`src/rtl/mem_ctrl.sv`:
```
// mem_ctrl: arbitrates load/store-buffer and instruction-fetch requests onto a
// byte-wide synchronous RAM/IO port, assembling loads and serialising stores.
`ifndef ROBBW
`define ROBBW 4
`endif

module mem_ctrl #(
    parameter logic [1:0] IO_ADDR_HI = 2'b11,
    parameter int         ROBBW      = `ROBBW
) (
    input  logic             clk,
    input  logic             rst,
    input  logic             rdy,
    input  logic             jump_wrong,
    input  logic             io_buffer_full,
    input  logic [7:0]       mem_din,
    output logic [7:0]       mem_dout,
    output logic [31:0]      mem_a,
    output logic             mem_wr,
    input  logic             if_req_flag,
    input  logic [31:0]      if_req_addr,
    output logic             if_done_flag,
    output logic [31:0]      if_data,
    input  logic             lsb_req_flag,
    input  logic [1:0]       lsb_req_width,
    input  logic             lsb_req_type,
    input  logic             lsb_req_sign,
    input  logic [31:0]      lsb_req_addr,
    input  logic [31:0]      lsb_req_data,
    input  logic [ROBBW-1:0] lsb_req_rob_id,
    output logic             lsb_done_flag,
    output logic             ld_cdb_flag,
    output logic [ROBBW-1:0] ld_cdb_rob_id,
    output logic [31:0]      ld_cdb_val
);

    typedef enum logic [1:0] {
        IDLE = 2'b00,
        BUSY = 2'b01,
        DONE = 2'b10
    } state_t;

    function automatic logic [2:0] width_bytes(input logic [1:0] w);
        case (w)
            2'b00:   width_bytes = 3'd1;
            2'b01:   width_bytes = 3'd2;
            default: width_bytes = 3'd4;
        endcase
    endfunction

    function automatic logic [31:0] extend(input logic [31:0] v, input logic [1:0] w, input logic sg);
        case (w)
            2'b00:   extend = {{24{sg & v[7]}}, v[7:0]};
            2'b01:   extend = {{16{sg & v[15]}}, v[15:0]};
            default: extend = v;
        endcase
    endfunction

    state_t           state_r, state_s;
    logic [2:0]       cnt_r, cnt_s, nbytes_s;
    logic [31:0]      addr_r, addr_s, data_r, data_s, buf_r, buf_s, word_s;
    logic [1:0]       width_r, width_s, idx_s;
    logic             store_r, store_s, sign_r, sign_s, lsb_r, lsb_s, io_stall_s;
    logic [ROBBW-1:0] rob_r, rob_s, ld_rob_s;
    logic [31:0]      mem_a_s, if_data_s, ld_val_s;
    logic [7:0]       mem_dout_s;
    logic             mem_wr_s, if_done_s, lsb_done_s, ld_cdb_s;

    // Next-state, request latch, byte assembly and next-output logic
    always_comb begin
        state_s    = state_r;
        cnt_s      = cnt_r;
        addr_s     = addr_r;
        data_s     = data_r;
        width_s    = width_r;
        store_s    = store_r;
        sign_s     = sign_r;
        rob_s      = rob_r;
        lsb_s      = lsb_r;
        buf_s      = buf_r;
        mem_a_s    = 32'h0000_0000;
        mem_wr_s   = 1'b0;
        mem_dout_s = 8'h00;
        if_done_s  = 1'b0;
        lsb_done_s = 1'b0;
        ld_cdb_s   = 1'b0;
        if_data_s  = if_data;
        ld_rob_s   = ld_cdb_rob_id;
        ld_val_s   = ld_cdb_val;
        nbytes_s   = width_bytes(width_r);
        io_stall_s = (addr_r[17:16] == IO_ADDR_HI) && io_buffer_full;
        // cnt_r counts BUSY cycles for reads; the byte on mem_din now is index cnt_r-1
        idx_s      = cnt_r[1:0] - 2'd1;
        word_s     = buf_r;
        word_s[{idx_s, 3'b000} +: 8] = mem_din;

        case (state_r)
            IDLE: begin
                if (lsb_req_flag && (lsb_req_type || !jump_wrong)) begin
                    state_s = BUSY;
                    addr_s  = lsb_req_addr;
                    data_s  = lsb_req_data;
                    width_s = lsb_req_width;
                    store_s = lsb_req_type;
                    sign_s  = lsb_req_sign;
                    rob_s   = lsb_req_rob_id;
                    lsb_s   = 1'b1;
                    buf_s   = 32'h0000_0000;
                    if (!lsb_req_type) begin
                        mem_a_s = lsb_req_addr;
                        cnt_s   = 3'd0;
                    end else if ((lsb_req_addr[17:16] == IO_ADDR_HI) && io_buffer_full) begin
                        cnt_s = 3'd0;
                    end else begin
                        mem_a_s    = lsb_req_addr;
                        mem_wr_s   = 1'b1;
                        mem_dout_s = lsb_req_data[7:0];
                        cnt_s      = 3'd1;
                    end
                end else if (if_req_flag && !jump_wrong) begin
                    state_s = BUSY;
                    addr_s  = if_req_addr;
                    width_s = 2'b11;
                    store_s = 1'b0;
                    sign_s  = 1'b0;
                    rob_s   = {ROBBW{1'b0}};
                    lsb_s   = 1'b0;
                    buf_s   = 32'h0000_0000;
                    mem_a_s = if_req_addr;
                    cnt_s   = 3'd0;
                end else begin
                    state_s = IDLE;
                end
            end
            BUSY: begin
                if (store_r) begin
                    // for stores cnt_r is the number of bytes already issued
                    if (cnt_r == nbytes_s) begin
                        state_s    = DONE;
                        lsb_done_s = 1'b1;
                    end else if (io_stall_s) begin
                        cnt_s = cnt_r;
                    end else begin
                        mem_wr_s   = 1'b1;
                        mem_a_s    = addr_r + {29'd0, cnt_r};
                        mem_dout_s = data_r[{cnt_r[1:0], 3'b000} +: 8];
                        cnt_s      = cnt_r + 3'd1;
                    end
                end else if (jump_wrong) begin
                    state_s = IDLE;
                end else begin
                    if (cnt_r != 3'd0) begin
                        buf_s = word_s;
                    end else begin
                        buf_s = buf_r;
                    end
                    if (cnt_r == nbytes_s) begin
                        state_s = DONE;
                        if (lsb_r) begin
                            lsb_done_s = 1'b1;
                            ld_cdb_s   = 1'b1;
                            ld_rob_s   = rob_r;
                            ld_val_s   = extend(word_s, width_r, sign_r);
                        end else begin
                            if_done_s = 1'b1;
                            if_data_s = word_s;
                        end
                    end else begin
                        cnt_s = cnt_r + 3'd1;
                        if ((cnt_r + 3'd1) < nbytes_s) begin
                            mem_a_s = addr_r + {29'd0, cnt_r} + 32'd1;
                        end else begin
                            mem_a_s = 32'h0000_0000;
                        end
                    end
                end
            end
            DONE: begin
                state_s = IDLE;
            end
            default: begin
                state_s = IDLE;
            end
        endcase
    end

    // State, request latch and registered port outputs; rdy low freezes everything
    always_ff @(posedge clk) begin
        if (rst) begin
            state_r       <= IDLE;
            cnt_r         <= 3'd0;
            addr_r        <= 32'h0000_0000;
            data_r        <= 32'h0000_0000;
            width_r       <= 2'b00;
            store_r       <= 1'b0;
            sign_r        <= 1'b0;
            rob_r         <= {ROBBW{1'b0}};
            lsb_r         <= 1'b0;
            buf_r         <= 32'h0000_0000;
            mem_a         <= 32'h0000_0000;
            mem_wr        <= 1'b0;
            mem_dout      <= 8'h00;
            if_done_flag  <= 1'b0;
            if_data       <= 32'h0000_0000;
            lsb_done_flag <= 1'b0;
            ld_cdb_flag   <= 1'b0;
            ld_cdb_rob_id <= {ROBBW{1'b0}};
            ld_cdb_val    <= 32'h0000_0000;
        end else if (rdy) begin
            state_r       <= state_s;
            cnt_r         <= cnt_s;
            addr_r        <= addr_s;
            data_r        <= data_s;
            width_r       <= width_s;
            store_r       <= store_s;
            sign_r        <= sign_s;
            rob_r         <= rob_s;
            lsb_r         <= lsb_s;
            buf_r         <= buf_s;
            mem_a         <= mem_a_s;
            mem_wr        <= mem_wr_s;
            mem_dout      <= mem_dout_s;
            if_done_flag  <= if_done_s;
            if_data       <= if_data_s;
            lsb_done_flag <= lsb_done_s;
            ld_cdb_flag   <= ld_cdb_s;
            ld_cdb_rob_id <= ld_rob_s;
            ld_cdb_val    <= ld_val_s;
        end
    end

endmodule

```
`config.mk`:
```
export PLATFORM = sky130hd
export DESIGN_NAME = mem_ctrl
export DESIGN_NICKNAME = d
export VERILOG_FILES = /design/src/rtl/mem_ctrl.sv
export SDC_FILE = /design/constraint.sdc
export NUM_CORES = 1
export LEC_CHECK = 0
export CAP_MARGIN = 5
export CORE_MARGIN = 4
export CORE_UTILIZATION = 47
export DETAILED_ROUTE_END_ITERATION = 10
export GPL_ROUTABILITY_DRIVEN = 0
export MAX_ROUTING_LAYER = met4
export PLACE_DENSITY = 0.77
export SYNTH_ARGS = -nofsm -noshare
export SYNTH_HDL_FRONTEND = slang
export SYNTH_SLANG_ARGS = --single-unit
```
`constraint.sdc`:
```
create_clock -name clk -period 3.39 [get_ports clk]
set_input_delay 0.8475 -clock clk [delete_from_list [all_inputs] [get_ports clk]]
set_output_delay 0.8475 -clock clk [all_outputs]
set_load 0.02 [all_outputs]
```
* After elaboration in Yosys (flattened, before gate mapping)
Index checks and enable logic that the tools add are counted.
** Word-level totals
- Bits in latches :: 0
- Word-level logic and storage cells :: 135
- Memories kept :: 0
- RAM bits :: 0
- Memory bits (read-only) :: 0
- Flip-flop bits (word level) :: 222
- Bits of input ports :: 119
** Cells by class
- Bitwise operators :: 5
- Reductions and logical operators :: 17
- Add/subtract/negate cells :: 5
- Multiplexer cells :: 73
- Div/mod/pow operators :: 0
- Multipliers :: 0
- Shift-type cells :: 3
- Equality and inequality tests :: 12
- Order comparisons :: 1
** Operators by type and width (count)
- $mux 32 :: 17
- $pmux 32 s2 :: 3
- $mux 8 :: 6
- $add 32x1->32 const B :: 1
- $add 32x3->32 :: 1
- $bwmux 32 :: 1
- $shift 8x7->32 const A :: 1
- $shiftx 32x6->8 :: 1
- $shiftx 8x7->32 :: 1
- $mux 1 :: 27
- $reduce_and 6->1 :: 4
- $mux 3 :: 7
- $pmux 8 s2 :: 1
- $pmux 3 s2 :: 2
- $mux 2 :: 5
- $ne 3x3->1 const B :: 3
- $mux 4 :: 2
- $ne 2x2->1 const B :: 4
- $neg 5->7 :: 1
- $reduce_and 3->1 :: 2
- $eq 2x1->1 const B :: 2
- $eq 2x2->1 const B :: 2
- $logic_and 1x1->1 :: 4
- $logic_not 2->1 :: 2
- 12 further kinds :: 16

* Depth between registers and ports, before layout
- Depth in word-level cells :: 8
- Mapped depth :: 14
- Mapped depth without buffers :: 12

* Worst setup path after synthesis
Ideal clock, no wire load.
- Path kind :: flip-flop to flip-flop
- Start :: register cnt_r[0]
- End :: register mem_a[19]
- Cell stages (with the launch flop) :: 13
- Arrival :: 3.362 ns
- Setup time :: 0.091 ns
- Required time :: 3.299 ns
- Path slack :: -0.063 ns
- Path buffers :: 1
- Cell sequence :: dfxtp_1 -> ha_1 -> inv_1 -> fa_1 -> nor2b_2 -> o21ai_1 -> a2111o_1 -> o21bai_4 -> or2_0 -> clkbuf_2 -> or3_1 -> or3_1 -> a311oi_1
** On the way
- Word-level cells in the longest chain between the ends :: 7
- Elaborated cells on any way between the ends :: 12
- Those cells by class :: add/sub: 3; order compare: 1; eq/ne: 1; mux: 7
** Ends and longest elaborated chain
- start: declaration :: RTL line 60 : logic [2:0] cnt_r, cnt_s, nbytes_s;
- start signal: assignment :: RTL line 211 : cnt_r <= cnt_s;
- $add 32x3->32 or $add 3x1->3 (tied branches) :: RTL line 145, 171, 170
- $add 32x1->32 or $lt 3x3->1 (tied branches) :: RTL line 171, 170
- $mux 32 :: RTL line 170 : if ((cnt_r + 3'd1) < nbytes_s) begin
- $mux 32 :: RTL line 157 : if (cnt_r == nbytes_s) begin
- $mux 32 :: RTL line 149 : end else if (jump_wrong) begin
- $mux 32 * :: RTL line 136 : if (store_r) begin
- $pmux 32 s2 * :: RTL line 97 : case (state_r)
- end signal: assignment :: RTL line 220 : mem_a <= mem_a_s;
- end: declaration :: RTL line 18 : output logic [31:0] mem_a,
Mark *: on every way between the ends. The rest lies on a longest branch, timed or not.
A chain may end at the register's enable or synchronous reset.

* Final worst setup path
Same ends and word-level chain as after synthesis.

==> run summary <==
P per Cell Area: 423 nW/um^2
global-route wire length before repair: 61.3 mm
crit start category: register
sequential share of the synthesized area: 38.2%
Synth cell types: 92
worst-margin pin slew: 0.820 ns
H-tree depth: 1
CP max FO: 7
fin. max-slew vios: 0
total grt overflow: 0
CP Cell Sequence: ha_2, inv_1, fa_2, nor2b_4, o21ai_1, a2111o_1, o21bai_4, or2_0, or3_1, or3_1, a311oi_1
pin count of the biggest net entering global routing: 79
Die Y: 165 microns
post-cts sizing count: 0
die area: 27300 sq um
Synth Area per Inst: 7.81 sq um
Reg-to-Reg End: mem_a[19]
hpwl dp: 28.0 mm
top-area cell type share of the netlist area: 38.2%
vias post-DR: 12300
Via density: 6.04
# Post-CTS Setup Buffers: 0
final hold vios: 0
ys async rst share: 0%
drt wl/cell: 19.5 microns
Cell Rows: 57
final period utilization: 97.4%
Crit. End Element: register
critical path's largest stage delay: 0.45 ns
R2R setup slack: 0.09 ns
CP Data Required Time: 3.84 ns
R2R cell count: 11
Core Region: 24300 sq um
EDFF count, synth: 0
clock sinks: 222
clk_skew: 0.0149 ns
most common cell in the netlist: nand2_1
Final Net Count: 1831
hold wc startpoint: buf_r[16]
Cells after Synth: 1488
Root Buffer: clkbuf_16
dominant synthesized flop cell: dfxtp_1
Synth warnings: 0
drt pass-1 iters: 7
placed cell count: 1996
Iter 0 DRT Violations: 1246
cell taking the most area after synthesis: dfxtp_1
Routed Antenna Nets: 0
Leak: 5.19 nW
clk buf depth: 3
TritonCTS clock tree: built
Synth top cells by count: nand2_1, dfxtp_1, nor2_1, a21oi_1, clkbuf_1
top-level port count: 231
Crit-path slowest cell: a2111o_1
final count of negative-setup-slack endpoints: 0
WHS: 0.449 ns
Worst Path Class, Setup: register to register
Post-Layout Inst Area: 15300 sq um
total of max-cap violations: 0
number of global-route vias before repair: 11800
Worst EP arrival: 3.75 ns
hold-fix buffers at CTS: 0
count of input and output buffers: 230
starting density of the core: 47.8%
chip width: 165 microns
Syn Std Cell Area: 11600 sq um
main area contributors after synthesis: dfxtp_1, nand2_1, a21oi_1
Worst Hold Class: register to register
Post-Syn Nets: 1620
clk_lat worst skew: 0.54 ns
crit-path most repeated cell: or3_1
relative slew slack: 45.4%
Worst VDD drop: 0.275 mV
TritonCTS Buffers: 25
DP Area: 14500 sq um
GRT Util Overall: 28.5%
fraction of layout instances using a drive strength above 1: 9.50%
Non-Filler Instances: 2042
Routed WL: 39.8 mm
RSZ-0062 raised after global routing: yes
initial antenna violation count: 1
fin crit period: 3.30 ns
Max Fclk: 0.303 GHz
DRC: 0
Clock transition at path regs: 0.06 ns
status: completed
Worst R2R Start: cnt_r[0]
hold endpoint: buf_r[16]
Synth Register Bits: 222
Hold Path Stages: 2
Area Growth Syn to Fin: 32.0%
[cell families after synthesis]
kind of cell             after synthesis  share of synthesized area (%)
AND/OR/NAND/NOR                      602                           23.8
multiplexers                          35                           3.88
buffers and inverters                155                           5.29
adder cells (fa/ha/maj)               13                           1.46
AO/OA/AOI/OAI                        419                           24.0
flip-flops                           222                           38.2
XOR/XNOR                              42                           3.29
[cell type report]
| class | count | area (sq um) |
|---|---|---|
| antenna | 2 | 5.00 |
| clock buffer | 35 | 703 |
| clock inverter | 9 | 118 |
| fill | 2058 | 8980 |
| inverter | 37 | 139 |
| multi-input combinational | 1111 | 6620 |
| sequential | 222 | 4440 |
| tap | 324 | 405 |
| timing repair buffer | 302 | 2910 |
[metal layers]
layer | track usage, % | share of wire (%) | wire, microns
met3 | 5.34 | 9.0 | 3570
met1 | 35.8 | 41 | 16100
met4 | 11.9 | 4.6 | 1810
met5 | - | 0 | 0
met2 | 45.1 | 46 | 18300
[worst max-delay path: cells and delay by family (launching register included)]
family,cells,cell delay [ns]
AO/OA/AOI/OAI,4,1.00
adder cells (fa/ha/maj),2,0.66
buffers and inverters,1,0.07
flip-flops,1,0.35
AND/OR/NAND/NOR,4,1.14
[stage by stage]
step	util (%)	total power [W]	TNS, ns	setup WS [ns]
after CTS	62.9	0.00652	0	0.0664
final	63.1	0.00650	0	0.0875
after global routing	63.1	0.00673	-0.0111	-0.0111
after detailed placement	59.6	0.00382	0	0.0885
after global placement	59.6	0.00380	0	0.196
after floorplan	-	0.00338	0	0.0438
[report_power, final]
| part | switching (W) | internal, W |
|---|---|---|
| sequential | 0.000103 | 0.00270 |
| combinational | 0.000557 | 0.000426 |
| clock | 0.00110 | 0.00161 |
| total | 0.00176 | 0.00473 |
[flip-flops by register name, summed over array words and instances, names as in the netlist, 2 cells and up]
signal,flops
addr_r,32
if_data,32
mem_a,32
state_r,2
buf_r,32
ld_cdb_val,32
data_r,32
ld_cdb_rob_id,4
width_r,2
mem_dout,8
rob_r,4
cnt_r,3
[worst max path at each step]
stage	slack, ns	startpoint	endpoint	depth (start not counted)
2_1_floorplan	0.04	cnt_r[1]	mem_a[19]	12
3_3_place_gp	0.20	lsb_req_type	buf_r[7]	9
3_5_place_dp	0.09	cnt_r[0]	mem_a[19]	11
4_1_cts	0.07	cnt_r[0]	mem_a[19]	11
5_1_grt	-0.01	cnt_r[0]	mem_a[19]	11
6_report	0.09	cnt_r[0]	mem_a[19]	11
[placed cells by master (no fill, tap or decap), types with 25 or more instances in the layout]
cell / n
nand2_1: 251
dfxtp_1: 222
a311oi_1: 34
clkbuf_16: 25
nand3_1: 50
nor3_1: 35
o21ai_0: 75
a21oi_1: 142
clkdlybuf4s50_1: 229
buf_4: 67
inv_1: 35
nor2_1: 145
mux2i_1: 27
(Power assumes the default switching activity.)
